## config.mk

```make
export PLATFORM = sky130hd
export DESIGN_NAME = hazard_ctrl_flat
export DESIGN_NICKNAME = d
export VERILOG_FILES = /design/src/rtl/hazard_ctrl_if.sv /design/src/rtl/hazard_ctrl.sv /design/src/flat_wrapper.sv
export SDC_FILE = /design/constraint.sdc
export NUM_CORES = 1
export LEC_CHECK = 0
export BUFFER_PORTS_ARGS = -buffer_cell sky130_fd_sc_hd__buf_2
export CAP_MARGIN = 10
export CORE_ASPECT_RATIO = 1.1
export CORE_MARGIN = 1
export CORE_UTILIZATION = 35
export CTS_CLUSTER_SIZE = 14
export DETAILED_ROUTE_END_ITERATION = 10
export MAX_ROUTING_LAYER = met4
export PLACE_DENSITY = 0.69
export SLEW_MARGIN = 20
export SYNTH_ARGS = -nofsm -noshare
export SYNTH_HDL_FRONTEND = slang
export SYNTH_SLANG_ARGS = --single-unit
```

## constraint.sdc

```tcl
create_clock -name clock -period 5.4 [get_ports clock]
set_input_delay 0.54 -clock clock [delete_from_list [all_inputs] [get_ports clock]]
set_output_delay 0.54 -clock clock [all_outputs]
set_load 0.02 [all_outputs]
```

## src/rtl/hazard_ctrl_if.sv

```systemverilog
// Pipeline-side hazard signal bundle: source/dest tags, memory handshake,
// stage enables, flushes and EX forwarding selects.
interface hazard_ctrl_if;
  logic [4:0] Rs1D;
  logic [4:0] Rs2D;
  logic [4:0] Rs1E;
  logic [4:0] Rs2E;
  logic [4:0] RdE;
  logic [4:0] RdM;
  logic [4:0] RdW;
  logic       RegWriteE;
  logic       RegWriteM;
  logic       RegWriteW;
  logic [1:0] ResultSrcE;
  logic       PCSrcE;
  logic       dmem_req;
  logic       dmem_ack;
  logic       EnableF;
  logic       EnableD;
  logic       EnableE;
  logic       EnableM;
  logic       FlushD;
  logic       FlushE;
  logic [1:0] ForwardAE;
  logic [1:0] ForwardBE;

  modport master (
    output Rs1D, Rs2D, Rs1E, Rs2E, RdE, RdM, RdW,
    output RegWriteE, RegWriteM, RegWriteW, ResultSrcE,
    output PCSrcE, dmem_req, dmem_ack,
    input  EnableF, EnableD, EnableE, EnableM,
    input  FlushD, FlushE, ForwardAE, ForwardBE
  );

  modport slave (
    input  Rs1D, Rs2D, Rs1E, Rs2E, RdE, RdM, RdW,
    input  RegWriteE, RegWriteM, RegWriteW, ResultSrcE,
    input  PCSrcE, dmem_req, dmem_ack,
    output EnableF, EnableD, EnableE, EnableM,
    output FlushD, FlushE, ForwardAE, ForwardBE
  );
endinterface

```

## src/rtl/hazard_ctrl.sv

```systemverilog
// Hazard controller: forwarding, load-use stall, branch squash, memory freeze
// with wait watchdog. HAZ_PERF_CNT_EN adds saturating perf counters.
module hazard_ctrl #(
  parameter int unsigned WAIT_LIMIT = 255
) (
  input  logic clock,
  input  logic reset,
  hazard_ctrl_if.slave hz,
  output logic mem_timeout
`ifdef HAZ_PERF_CNT_EN
  ,
  output logic [31:0] stall_cycles,
  output logic [31:0] loaduse_bubbles,
  output logic [31:0] flush_events
`endif
);

  localparam logic [7:0] LIM = 8'(WAIT_LIMIT);

  typedef enum logic {RUN, WAIT} state_t;

  state_t     state, state_n;
  logic [7:0] wait_cnt, cnt_n;
  logic       mem_stall;
  logic       load_use;
  logic       win_lu;
  logic       win_br;

  function automatic logic [1:0] fwd(
    input logic [4:0] rs,
    input logic       wm,
    input logic [4:0] rdm,
    input logic       ww,
    input logic [4:0] rdw
  );
    if (wm && rdm != 5'd0 && rdm == rs)
      return 2'b10;
    else if (ww && rdw != 5'd0 && rdw == rs)
      return 2'b01;
    else
      return 2'b00;
  endfunction

  assign hz.ForwardAE = fwd(hz.Rs1E, hz.RegWriteM, hz.RdM,
                            hz.RegWriteW, hz.RdW);
  assign hz.ForwardBE = fwd(hz.Rs2E, hz.RegWriteM, hz.RdM,
                            hz.RegWriteW, hz.RdW);

  assign mem_stall = hz.dmem_req & ~hz.dmem_ack;
  assign load_use  = (hz.ResultSrcE == 2'b01) && (hz.RdE != 5'd0) &&
                     ((hz.RdE == hz.Rs1D) || (hz.RdE == hz.Rs2D));

  // Freeze outranks squash: flushing now would clobber the held ID/EX.
  always_comb begin
    hz.EnableF = 1'b1;
    hz.EnableD = 1'b1;
    hz.EnableE = 1'b1;
    hz.EnableM = 1'b1;
    hz.FlushD  = 1'b0;
    hz.FlushE  = 1'b0;
    win_lu     = 1'b0;
    win_br     = 1'b0;
    if (mem_stall) begin
      hz.EnableF = 1'b0;
      hz.EnableD = 1'b0;
      hz.EnableE = 1'b0;
      hz.EnableM = 1'b0;
    end else if (hz.PCSrcE) begin
      hz.FlushD = 1'b1;
      hz.FlushE = 1'b1;
      win_br    = 1'b1;
    end else if (load_use) begin
      hz.EnableF = 1'b0;
      hz.EnableD = 1'b0;
      hz.FlushE  = 1'b1;
      win_lu     = 1'b1;
    end
  end

  always_comb begin
    state_n = state;
    cnt_n   = wait_cnt;
    case (state)
      RUN: begin
        if (mem_stall) begin
          state_n = WAIT;
          cnt_n   = 8'd1;
        end
      end
      WAIT: begin
        if (!mem_stall) begin
          state_n = RUN;
          cnt_n   = 8'd0;
        end else if (wait_cnt != 8'hff) begin
          cnt_n = wait_cnt + 8'd1;
        end
      end
      default: begin
        state_n = RUN;
        cnt_n   = 8'd0;
      end
    endcase
  end

  always_ff @(posedge clock or negedge reset) begin
    if (!reset) begin
      state       <= RUN;
      wait_cnt    <= 8'd0;
      mem_timeout <= 1'b0;
    end else begin
      state    <= state_n;
      wait_cnt <= cnt_n;
      if (state_n == WAIT && cnt_n >= LIM)
        mem_timeout <= 1'b1;
    end
  end

`ifdef HAZ_PERF_CNT_EN
  always_ff @(posedge clock or negedge reset) begin
    if (!reset) begin
      stall_cycles    <= '0;
      loaduse_bubbles <= '0;
      flush_events    <= '0;
    end else begin
      if (mem_stall && stall_cycles != '1)
        stall_cycles <= stall_cycles + 32'd1;
      if (win_lu && loaduse_bubbles != '1)
        loaduse_bubbles <= loaduse_bubbles + 32'd1;
      if (win_br && flush_events != '1)
        flush_events <= flush_events + 32'd1;
    end
  end
`endif

endmodule
```

## src/flat_wrapper.sv

```systemverilog
// flat-port wrapper written by rule: the top's interface ports become plain ports
module hazard_ctrl_flat 
#(
  parameter int unsigned WAIT_LIMIT = 255
)
  (clock, reset, mem_timeout, hz_Rs1D, hz_Rs2D, hz_Rs1E, hz_Rs2E, hz_RdE, hz_RdM, hz_RdW, hz_RegWriteE, hz_RegWriteM, hz_RegWriteW, hz_ResultSrcE, hz_PCSrcE, hz_dmem_req, hz_dmem_ack, hz_EnableF, hz_EnableD, hz_EnableE, hz_EnableM, hz_FlushD, hz_FlushE, hz_ForwardAE, hz_ForwardBE);
  hazard_ctrl_if hz_i ();
  input  logic clock;
  input  logic reset;
  output logic mem_timeout;
  input wire logic [$bits(hz_i.Rs1D)-1:0] hz_Rs1D;
  input wire logic [$bits(hz_i.Rs2D)-1:0] hz_Rs2D;
  input wire logic [$bits(hz_i.Rs1E)-1:0] hz_Rs1E;
  input wire logic [$bits(hz_i.Rs2E)-1:0] hz_Rs2E;
  input wire logic [$bits(hz_i.RdE)-1:0] hz_RdE;
  input wire logic [$bits(hz_i.RdM)-1:0] hz_RdM;
  input wire logic [$bits(hz_i.RdW)-1:0] hz_RdW;
  input wire logic [$bits(hz_i.RegWriteE)-1:0] hz_RegWriteE;
  input wire logic [$bits(hz_i.RegWriteM)-1:0] hz_RegWriteM;
  input wire logic [$bits(hz_i.RegWriteW)-1:0] hz_RegWriteW;
  input wire logic [$bits(hz_i.ResultSrcE)-1:0] hz_ResultSrcE;
  input wire logic [$bits(hz_i.PCSrcE)-1:0] hz_PCSrcE;
  input wire logic [$bits(hz_i.dmem_req)-1:0] hz_dmem_req;
  input wire logic [$bits(hz_i.dmem_ack)-1:0] hz_dmem_ack;
  output wire logic [$bits(hz_i.EnableF)-1:0] hz_EnableF;
  output wire logic [$bits(hz_i.EnableD)-1:0] hz_EnableD;
  output wire logic [$bits(hz_i.EnableE)-1:0] hz_EnableE;
  output wire logic [$bits(hz_i.EnableM)-1:0] hz_EnableM;
  output wire logic [$bits(hz_i.FlushD)-1:0] hz_FlushD;
  output wire logic [$bits(hz_i.FlushE)-1:0] hz_FlushE;
  output wire logic [$bits(hz_i.ForwardAE)-1:0] hz_ForwardAE;
  output wire logic [$bits(hz_i.ForwardBE)-1:0] hz_ForwardBE;
  assign hz_i.Rs1D = hz_Rs1D;
  assign hz_i.Rs2D = hz_Rs2D;
  assign hz_i.Rs1E = hz_Rs1E;
  assign hz_i.Rs2E = hz_Rs2E;
  assign hz_i.RdE = hz_RdE;
  assign hz_i.RdM = hz_RdM;
  assign hz_i.RdW = hz_RdW;
  assign hz_i.RegWriteE = hz_RegWriteE;
  assign hz_i.RegWriteM = hz_RegWriteM;
  assign hz_i.RegWriteW = hz_RegWriteW;
  assign hz_i.ResultSrcE = hz_ResultSrcE;
  assign hz_i.PCSrcE = hz_PCSrcE;
  assign hz_i.dmem_req = hz_dmem_req;
  assign hz_i.dmem_ack = hz_dmem_ack;
  assign hz_EnableF = hz_i.EnableF;
  assign hz_EnableD = hz_i.EnableD;
  assign hz_EnableE = hz_i.EnableE;
  assign hz_EnableM = hz_i.EnableM;
  assign hz_FlushD = hz_i.FlushD;
  assign hz_FlushE = hz_i.FlushE;
  assign hz_ForwardAE = hz_i.ForwardAE;
  assign hz_ForwardBE = hz_i.ForwardBE;
  hazard_ctrl #(.WAIT_LIMIT(WAIT_LIMIT)) u_core (.clock(clock), .reset(reset), .hz(hz_i), .mem_timeout(mem_timeout));
endmodule
```

==> metrics.yaml, run 1 <==
seq_area_um2: 250
grt_max_degree: 11
synth-edff-count: 0
status: "finished clean"
antenna_cells: 0
io_pins: 56
timing.rr.start: "u_core.wait_cnt[0]"
cts_root_buffer: "clkbuf_4"
drtIter0Drc: 18
grt_pass1_wl_um: 4490
multi_input_area_um2: 732
cts_setup_buffers: 0
routed_wl_um: 2740
fill_cells: 257
die-area_um2: 3180
tightest_slew_ps: 340
syn_nets: 170
met2_wirelength_um: 1400
ir_drop_uv: 117
min_period_ps: 2650
ys.flop_type: "dfrtp_1"
fin_tns_setup_ps: 0
crit_fanout: 3
io_buffer_count: 54
first_global_vias: 1093
dr.pass1.iters: 5
place.gp.congestion: 0.864
skew_ps: 0.360
relSlewSlack_pct: 77.1
synth-seq-cells: 10
cts_tree: "done"
wl_per_cell_um: 13.2
synth_area_um2: 1030
yosysUniqueCellTypes: 39
cp.arrival_ps: 2110
drc: 0
dp_hpwl_um: 2260
grt_antenna_before_repair: 0
hp-class: "in -> async"
syn_to_final_growth_pct: 29.0
timing.fmax_mhz: 377
fin_cells: 208
core_area_um2: 2780
cp-end-kind: "output port"
post-route-period-util_pct: 49.1
power.total_uw: 196
vias: 1132
grt_overflow: 0
required_ps: 4860
hold_viol: 0
power_density_nw_per_um2: 147
dr_wl_met3_um: 185
rsz0062_at_grt: "no"
cts-buffers-inserted: 3
top_layer: "met4"
start_util_pct: 37.3
async_flop_share_pct: 100
leakage_uw: 0.000640
die_width_um: 53.8
fin_worst_hold_slack_ps: 127
timing_worst_setup_path_type: "in -> out"
num-nets-final: 223
die_h_um: 59.0
clk_pin_slew_ps: 50
cts-htree-levels: 1
drive_above_1_share_pct: 34.9
grt_usage_pct: 19.8
r2r_slack_ps: 3300
slew_violations: 0
yosysWarnings: 0
setup_viol: 0
reg2reg_to: "u_core.mem_timeout"
drv_cap: 0
syn-instance-count: 124
clock_latency_ps: 250
yosysSeqAreaShare_pct: 24.2
drtAntennaViolNets: 0
avgSynthCellArea_um2: 8.34
placedCellCount: 205
clockBufferDepth: 2
met1_length_um: 1090
clkSinkCount: 10
vias_per_cell: 5.44
hold_buffers: 0
reg2regPathDepth: 6
ctsResizeCount: 0
fp-row-count: 20
worstSetupStartpointType: "input port"
-- stage by stage --
| step | utilization, % | worst slack (ps) | area (um2) |
|---|---|---|---|
| after floorplan | - | 2700 | 1030 |
| after global placement | 47.3 | 2850 | 1310 |
| after detailed placement | 47.3 | 2750 | 1310 |
| after CTS | 48.1 | 2750 | 1340 |
| after global routing | 48.1 | 2650 | 1340 |
| final | 48.1 | 2750 | 1340 |
-- layout make-up --
cell class	count	share of cell area, %
sequential	10	18.7
inverter	5	1.41
multi-input combinational	103	54.8
clock buffer	3	1.69
timing repair buffer	54	20.2
tap	33	3.09
-- critical path: stages --
cell	delay [ps]
buf_2	130
or4_1	510
o21ai_0	290
nor4_1	130
nor4_1	300
buf_2	210
-- routing by layer --
| layer | global-route usage [%] | up-vias |
|---|---|---|
| met5 | - | - |
| met3 | 2.05 | 10 |
| li1 | - | 555 |
| met4 | 9.77 | 0 |
| met2 | 36.2 | 58 |
| met1 | 20.4 | 509 |
-- where the power goes --
group          total [uW]  switching (uW)  internal [uW]
clock                46.6            21.1           25.5
combinational        69.2            36.0           33.2
sequential           80.1            2.98           77.1
-- placed cells by master (no fill, tap or decap), drive strengths merged, types with 5 or more instances in the layout --
cell	Yosys	final
a21oi	7	7
nand3	7	7
inv	5	5
nand2	7	7
xor2	14	14
buf	4	54
nor2	8	8
dfrtp	10	10
nor4	6	6
xnor2	18	18
or4	5	5
-- kinds of logic (layout without fill, tap and decap cells) --
logic type,after synthesis,after routing,share of synthesized area [%]
compound gates,23,23,15.5
buf+inv,11,62,5.08
flops,10,10,24.2
mux,1,1,1.09
simple gates,46,46,25.9
xor+xnor,32,32,27.1
fa+ha+maj,1,1,1.21
-- registers in the layout (all words and copies together) (netlist names) --
signal              cells
u_core.wait_cnt         8
u_core.mem_timeout      1
u_core.state            1
-- worst max path at each step --
stage                         start         endpoint  slack [ps]  cells past startpoint
after global placement    hz_RdM[1]  hz_ForwardBE[0]        2850                      6
after detailed placement  hz_RdM[1]  hz_ForwardAE[0]        2750                      6
after CTS                 hz_RdM[1]  hz_ForwardAE[0]        2750                      6
final                     hz_RdM[1]  hz_ForwardAE[0]        2750                      6
after floorplan           hz_RdM[1]  hz_ForwardAE[0]        2700                      4
after global routing      hz_RdM[1]  hz_ForwardAE[0]        2650                      6
-- cells in the mapped netlist, drive strengths merged, types with 2 or more instances --
master / number / area [um2]
nand3: 7 / 40.0
nand4: 3 / 18.8
xnor2: 18 / 158
o21ai: 3 / 15.0
buf: 4 / 25.0
nor4: 6 / 37.5
inv: 5 / 18.8
clkbuf: 2 / 8.75
dfrtp: 10 / 250
xor2: 14 / 123
a211o: 3 / 26.3
nor2: 8 / 30.0
or4: 5 / 37.5
nand2: 7 / 26.3
a21oi: 7 / 35.0
a211oi: 2 / 15.0
Note: power is estimated with default switching activity, not from simulation.
==> run 2, diff against run 1 <==
Clock period 5.4 ns to 2.5 ns, I/O delays scaled along.
==> run 2 against run 1 <==
  * Total power rose by 130%
  * Global-route usage fell by 1.5 points
  * First-iteration DRC count rose by 39%
  * Cell count rose by 0.96%
  * Critical path depth did not move
  * Sequential cell count did not move
  * Sequential share of layout area fell by 0.33 points
  * Register-to-register slack got worse by 2900 ps
  * Critical endpoint is now u_core.mem_timeout
  * Highest routed layer unchanged
==> metrics.yaml, run 2 (same netlist as run 1, synthesis figures left out) <==
final_common_cell: "buf_2"  # unchanged
grt_antenna_before_repair: 0  # unchanged
die-area_um2: 3180  # unchanged
multi_input_area_um2: 732  # unchanged
fin_util_pct: 48.9  # was 48.1%
tightest_slew_ps: 338  # was 340 ps
start_util_pct: 37.3  # unchanged
relSlewSlack_pct: 77.3  # was 77.1%
cp.arrival_ps: 2210  # was 2110 ps
cp-end-kind: "flop"  # was output port
hp-class: "in -> async"  # unchanged
io_buffer_count: 54  # unchanged
cts-htree-levels: 1  # unchanged
slew_violations: 0  # unchanged
num-nets-final: 224  # was 223
ctsResizeCount: 0  # unchanged
rsz0062_at_grt: "no"  # unchanged
dr.pass1.iters: 4  # was 5
leakage_uw: 0.000652  # was 0.000640 uW
clkSinkCount: 10  # unchanged
fin_tns_setup_ps: 0  # unchanged
grt_usage_pct: 18.3  # was 19.8%
post-route-period-util_pct: 82.6
crit_fanout: 5  # was 3
io_pins: 56  # unchanged
place.gp.congestion: 0.850  # was 0.864
clockBufferDepth: 2  # unchanged
grt_max_degree: 11  # unchanged
antenna_cells: 0  # unchanged
grt_overflow: 0  # unchanged
die_width_um: 53.8  # unchanged
cts-buffers-inserted: 3  # unchanged
hold_viol: 0  # unchanged
die_h_um: 59.0  # unchanged
final_cell_mix: "buf_2, xnor2_1, xor2_1"  # unchanged
seq_area_um2: 250  # unchanged
vias: 1099  # was 1132
reg2regPathDepth: 6  # unchanged
required_ps: 2640  # was 4860 ps
cts_root_buffer: "clkbuf_4"  # unchanged
min_period_ps: 2070
clk_pin_slew_ps: 60  # was 50 ps
vias_per_cell: 5.23  # was 5.44
cts_tree: "done"  # unchanged
wl_per_cell_um: 12.2  # was 13.2 um
ir_drop_uv: 300  # was 117 uV
cts_setup_buffers: 0  # unchanged
status: "finished clean"  # unchanged
largest_reg_flops: 8  # unchanged
dp_hpwl_um: 2170  # was 2260 um
hold_buffers: 1  # was 0
drtIter0Drc: 25  # was 18
drc: 0  # unchanged
syn_to_final_growth_pct: 31.3  # was 29.0%
routed_wl_um: 2560  # was 2740 um
core_area_um2: 2780  # unchanged
drive_above_1_share_pct: 35.0  # was 34.9%
setup_viol: 0  # unchanged
drtAntennaViolNets: 0  # unchanged
reg_top3: "u_core.wait_cnt: 8 flops, u_core.mem_timeout: 1 flops, u_core.state: 1 flops"  # unchanged
drv_cap: 0  # unchanged
clock_latency_ps: 250  # about the same
timing_worst_setup_path_type: "reg -> reg"  # was in -> out
timing.fmax_mhz: 484
power.total_uw: 457  # was 196 uW
fill_cells: 256  # was 257
grt_pass1_wl_um: 4150  # was 4490 um
fp-row-count: 20  # unchanged
worstSetupStartpointType: "flop"  # was input port
registers.top_by_ff_count: "u_core.wait_cnt"  # unchanged
power_density_nw_per_um2: 336  # was 147 nW/um2
first_global_vias: 1010  # was 1093
skew_ps: 0.617  # was 0.360 ps
## run 2: worst max-delay path, cell delays in order, from the launching register on
cell	delay [ps]
dfrtp_1	420
ha_1	260
and3_1	230
o311a_1	350
a211o_1	280
and4b_1	180
a41o_1	230
## run 2: metal layers
| layer | vias to the layer above | share of wire [%] | GRT usage [%] |
|---|---|---|---|
| met5 | - | 0 | - |
| met4 | 0 | 0.78 | 8.27 |
| met3 | 4 | 6.7 | 3.33 |
| met2 | 46 | 55 | 33.9 |
| met1 | 489 | 37 | 17.9 |
| li1 | 560 | - | - |
## run 2: cell type report
| type | instances | share of cell area (%) |
|---|---|---|
| well taps | 33 | 3.04 |
| flip-flops and latches | 10 | 18.4 |
| repair buffers | 55 | 20.6 |
| multi-input cells | 103 | 53.9 |
| clock buffers | 4 | 2.67 |
| inverters | 5 | 1.38 |
## run 2: worst paths after layout
check / start / endpoint / slack, ps
max in group asynchronous: reset / u_core.wait_cnt[1] / 1950
min in group clock: u_core.mem_timeout / u_core.mem_timeout / 470
hold / removal: reset / u_core.wait_cnt[6] / 370
setup reg to reg: u_core.wait_cnt[0] / u_core.mem_timeout / 430
setup / recovery: u_core.wait_cnt[0] / u_core.mem_timeout / 430
hold reg to reg: u_core.mem_timeout / u_core.mem_timeout / 470
## run 2: report_power, final
part / total, uW / leakage (uW) / switching [uW] / internal, uW
registers: 173 / 0.000136 / 6.56 / 166
logic: 148 / 0.000495 / 75.8 / 72.5
clock network: 136 / 0.0000210 / 47.6 / 88.0
total: 457 / 0.000652 / 130 / 327
## run 2: metrics by stage
stage                     cell area (um2)  setup WS, ps  instances  hold slack (ps)
after floorplan                      1030           383        124            -45.6
after global placement               1310           473        205              108
after detailed placement             1310           444        205              113
after CTS                            1360           434        210              366
after global routing                 1360           277        210              382
final                                1360           435        210              371
==> run 3, diff against run 2 <==
Clock period 2.5 ns to 2 ns, I/O delays scaled along.
==> run 3 against run 2 <==
  * First-iteration DRC count is 16% lower
  * Sequential cell count stayed put
  * Critical endpoint unchanged
  * Combinational power is 37% higher
  * Sequential power is 23% higher
  * Clock power is 7% lower
  * Largest power group unchanged
  * Total power is 18% higher
  * Highest routed layer unchanged
  * Worst setup slack worse by 360 ps
  * Wire length is 2.7% higher
  * Clock-buffer cell count is 1 lower
  * Non-clock buffer count is 6 higher
  * Register-to-register slack worse by 360 ps
==> metrics.yaml, run 3 (same netlist as run 1, synthesis figures left out) <==
grt_antenna_before_repair: 0  # unchanged
hold_viol: 0  # unchanged
fp-row-count: 20  # unchanged
cts-htree-levels: 1  # unchanged
routed_wl_um: 2630  # was 2560 um
leakage_uw: 0.000673  # was 0.000652 uW
slew_violations: 0  # unchanged
drtIter0Drc: 21  # was 25
switching_share_pct: 30.4  # was 28.5%
wl_per_cell_um: 12.2  # about the same
placedCellCount: 211  # was 205
syn_to_final_growth_pct: 35.8  # was 31.3%
vias_per_cell: 5.20  # was 5.23
setup_viol: 0  # unchanged
reg_top3: "u_core.wait_cnt: 8 flops, u_core.mem_timeout: 1 flops, u_core.state: 1 flops"  # unchanged
design_area_um2: 1410  # was 1360 um2
min_period_ps: 1930  # was 2070 ps
power_density_nw_per_um2: 385  # was 336 nW/um2
required_ps: 2150  # was 2640 ps
drc: 0  # unchanged
hp-class: "in -> reg"  # was in -> async
crit_fanout: 4  # was 5
skew_ps: 2.22  # was 0.617 ps
cts_root_buffer: "clkbuf_4"  # unchanged
die_width_um: 53.8  # unchanged
power.total_uw: 541  # was 457 uW
grt_overflow: 0  # unchanged
first_global_vias: 1031  # was 1010
io_buffer_count: 54  # unchanged
final_common_cell: "buf_2"  # unchanged
relSlewSlack_pct: 68.3  # was 77.3%
cts_tree: "done"  # unchanged
cts-buffers-inserted: 3  # unchanged
dp_hpwl_um: 2290  # was 2170 um
status: "finished clean"  # unchanged
grt_pass1_wl_um: 4220  # was 4150 um
place_area_um2: 1370  # was 1310 um2
num-nets-final: 230  # was 224
fill_cells: 273  # was 256
drive_above_1_share_pct: 38.5  # was 35.0%
clkPwrFrac_pct: 23.3  # was 29.7%
rsz0062_at_grt: "no"  # unchanged
p_comb_share_pct: 37.5  # was 32.5%
grt_usage_pct: 19.0  # was 18.3%
sequentialPowerShare_pct: 39.2  # was 37.9%
die-area_um2: 3180  # unchanged
clock_latency_ps: 260  # was 250 ps
switchingPower_uw: 165  # was 130 uW
cp-end-kind: "flop"  # unchanged
clockBufferDepth: 2  # unchanged
fin_worst_hold_slack_ps: 286  # was 371 ps
clkSinkCount: 10  # unchanged
cp.arrival_ps: 2070  # was 2210 ps
fin_cells: 215  # was 210
worstSetupStartpointType: "flop"  # unchanged
place.gp.congestion: 0.912  # was 0.850
core_area_um2: 2780  # unchanged
clk_pin_slew_ps: 50  # was 60 ps
tightest_slew_ps: 471  # was 338 ps
grt_max_degree: 11  # unchanged
largest_reg_flops: 8  # unchanged
io_pins: 56  # unchanged
registers.top_by_ff_count: "u_core.wait_cnt"  # unchanged
ir_drop_uv: 400  # was 300 uV
start_util_pct: 37.3  # unchanged
drv_cap: 0  # unchanged
vias: 1118  # was 1099
post-route-period-util_pct: 96.3  # was 82.6%
drtAntennaViolNets: 0  # unchanged
p_int_uw: 377  # was 327 uW
timing.fmax_mhz: 519  # was 484 MHz
die_h_um: 59.0  # unchanged
fin_tns_setup_ps: 0  # unchanged
final_cell_mix: "buf_2, xnor2_1, xor2_1"  # unchanged
dr.pass1.iters: 4  # unchanged
timing_worst_setup_path_type: "reg -> reg"  # unchanged
antenna_cells: 0  # unchanged
## run 3: cell types whose count changed in the layout (fill, tap and decap cells not counted)
cell,change
buf_4,+6
clkbuf_8,-1
ha_1,-1
ha_2,+1
nor4_1,-2
nor4_2,+2
## run 3: power by group through the flow
stage | combinational, uW | clock, uW | sequential (uW)
6_report | 203 | 126 | 212
5_1_grt | 222 | 145 | 212
4_1_cts | 204 | 129 | 212
3_5_place_dp | 202 | 0 | 215
3_3_place_gp | 194 | 0 | 215
2_1_floorplan | 105 | 0 | 217
## run 3: cell type report
type	count	area (um2)	share of cell area, %
Sequential cell	10	250	17.8
Timing Repair Buffer	61	325	23.2
Inverter	5	18.8	1.34
Multi-Input combinational cell	103	747	53.2
Tap cell	33	41.3	2.94
Clock buffer	3	22.5	1.60
## run 3: per-layer routing
metal | global-route usage (%) | share of wire (%) | up-vias
met5 | - | 0 | -
met4 | 9.40 | 1.5 | 0
met3 | 1.54 | 5.7 | 5
met2 | 35.3 | 53 | 43
met1 | 19.2 | 39 | 499
li1 | - | - | 571
## run 3: worst paths after layout
kind | startpoint | end | slack [ps] | depth (start not counted)
max | u_core.wait_cnt[0] | u_core.mem_timeout | 70 | 6
max in group asynchronous | reset | u_core.state | 1490 | 2
min reg2reg | u_core.mem_timeout | u_core.mem_timeout | 480 | 1
min | hz_dmem_req | u_core.state | 290 | 3
min in group asynchronous | reset | u_core.wait_cnt[5] | 320 | 2
max reg2reg | u_core.wait_cnt[0] | u_core.mem_timeout | 70 | 6
## run 3: critical path, stage by stage (launching register included)
cell and delay (ps):
dfrtp_1 380, ha_2 210, and3_1 200, o311a_1 340, a211o_1 280, and4b_1 180, a41o_1 230
## run 3: timing repair
| action | CTS | global route |
|---|---|---|
| resized for setup | 0 | 1 |
| hold buffers | 1 | 0 |
| hold endpoints to repair | 10 | 0 |
| setup endpoints to repair | 0 | 1 |
| buffers inserted | 0 | 0 |
## run 3: stage by stage
step           util, %  setup slack, ps
2_1_floorplan        -             44.9
3_3_place_gp      49.3             68.4
3_5_place_dp      49.3             35.3
4_1_cts           50.5             24.7
5_1_grt           50.6             15.7
6_report          50.6             73.1
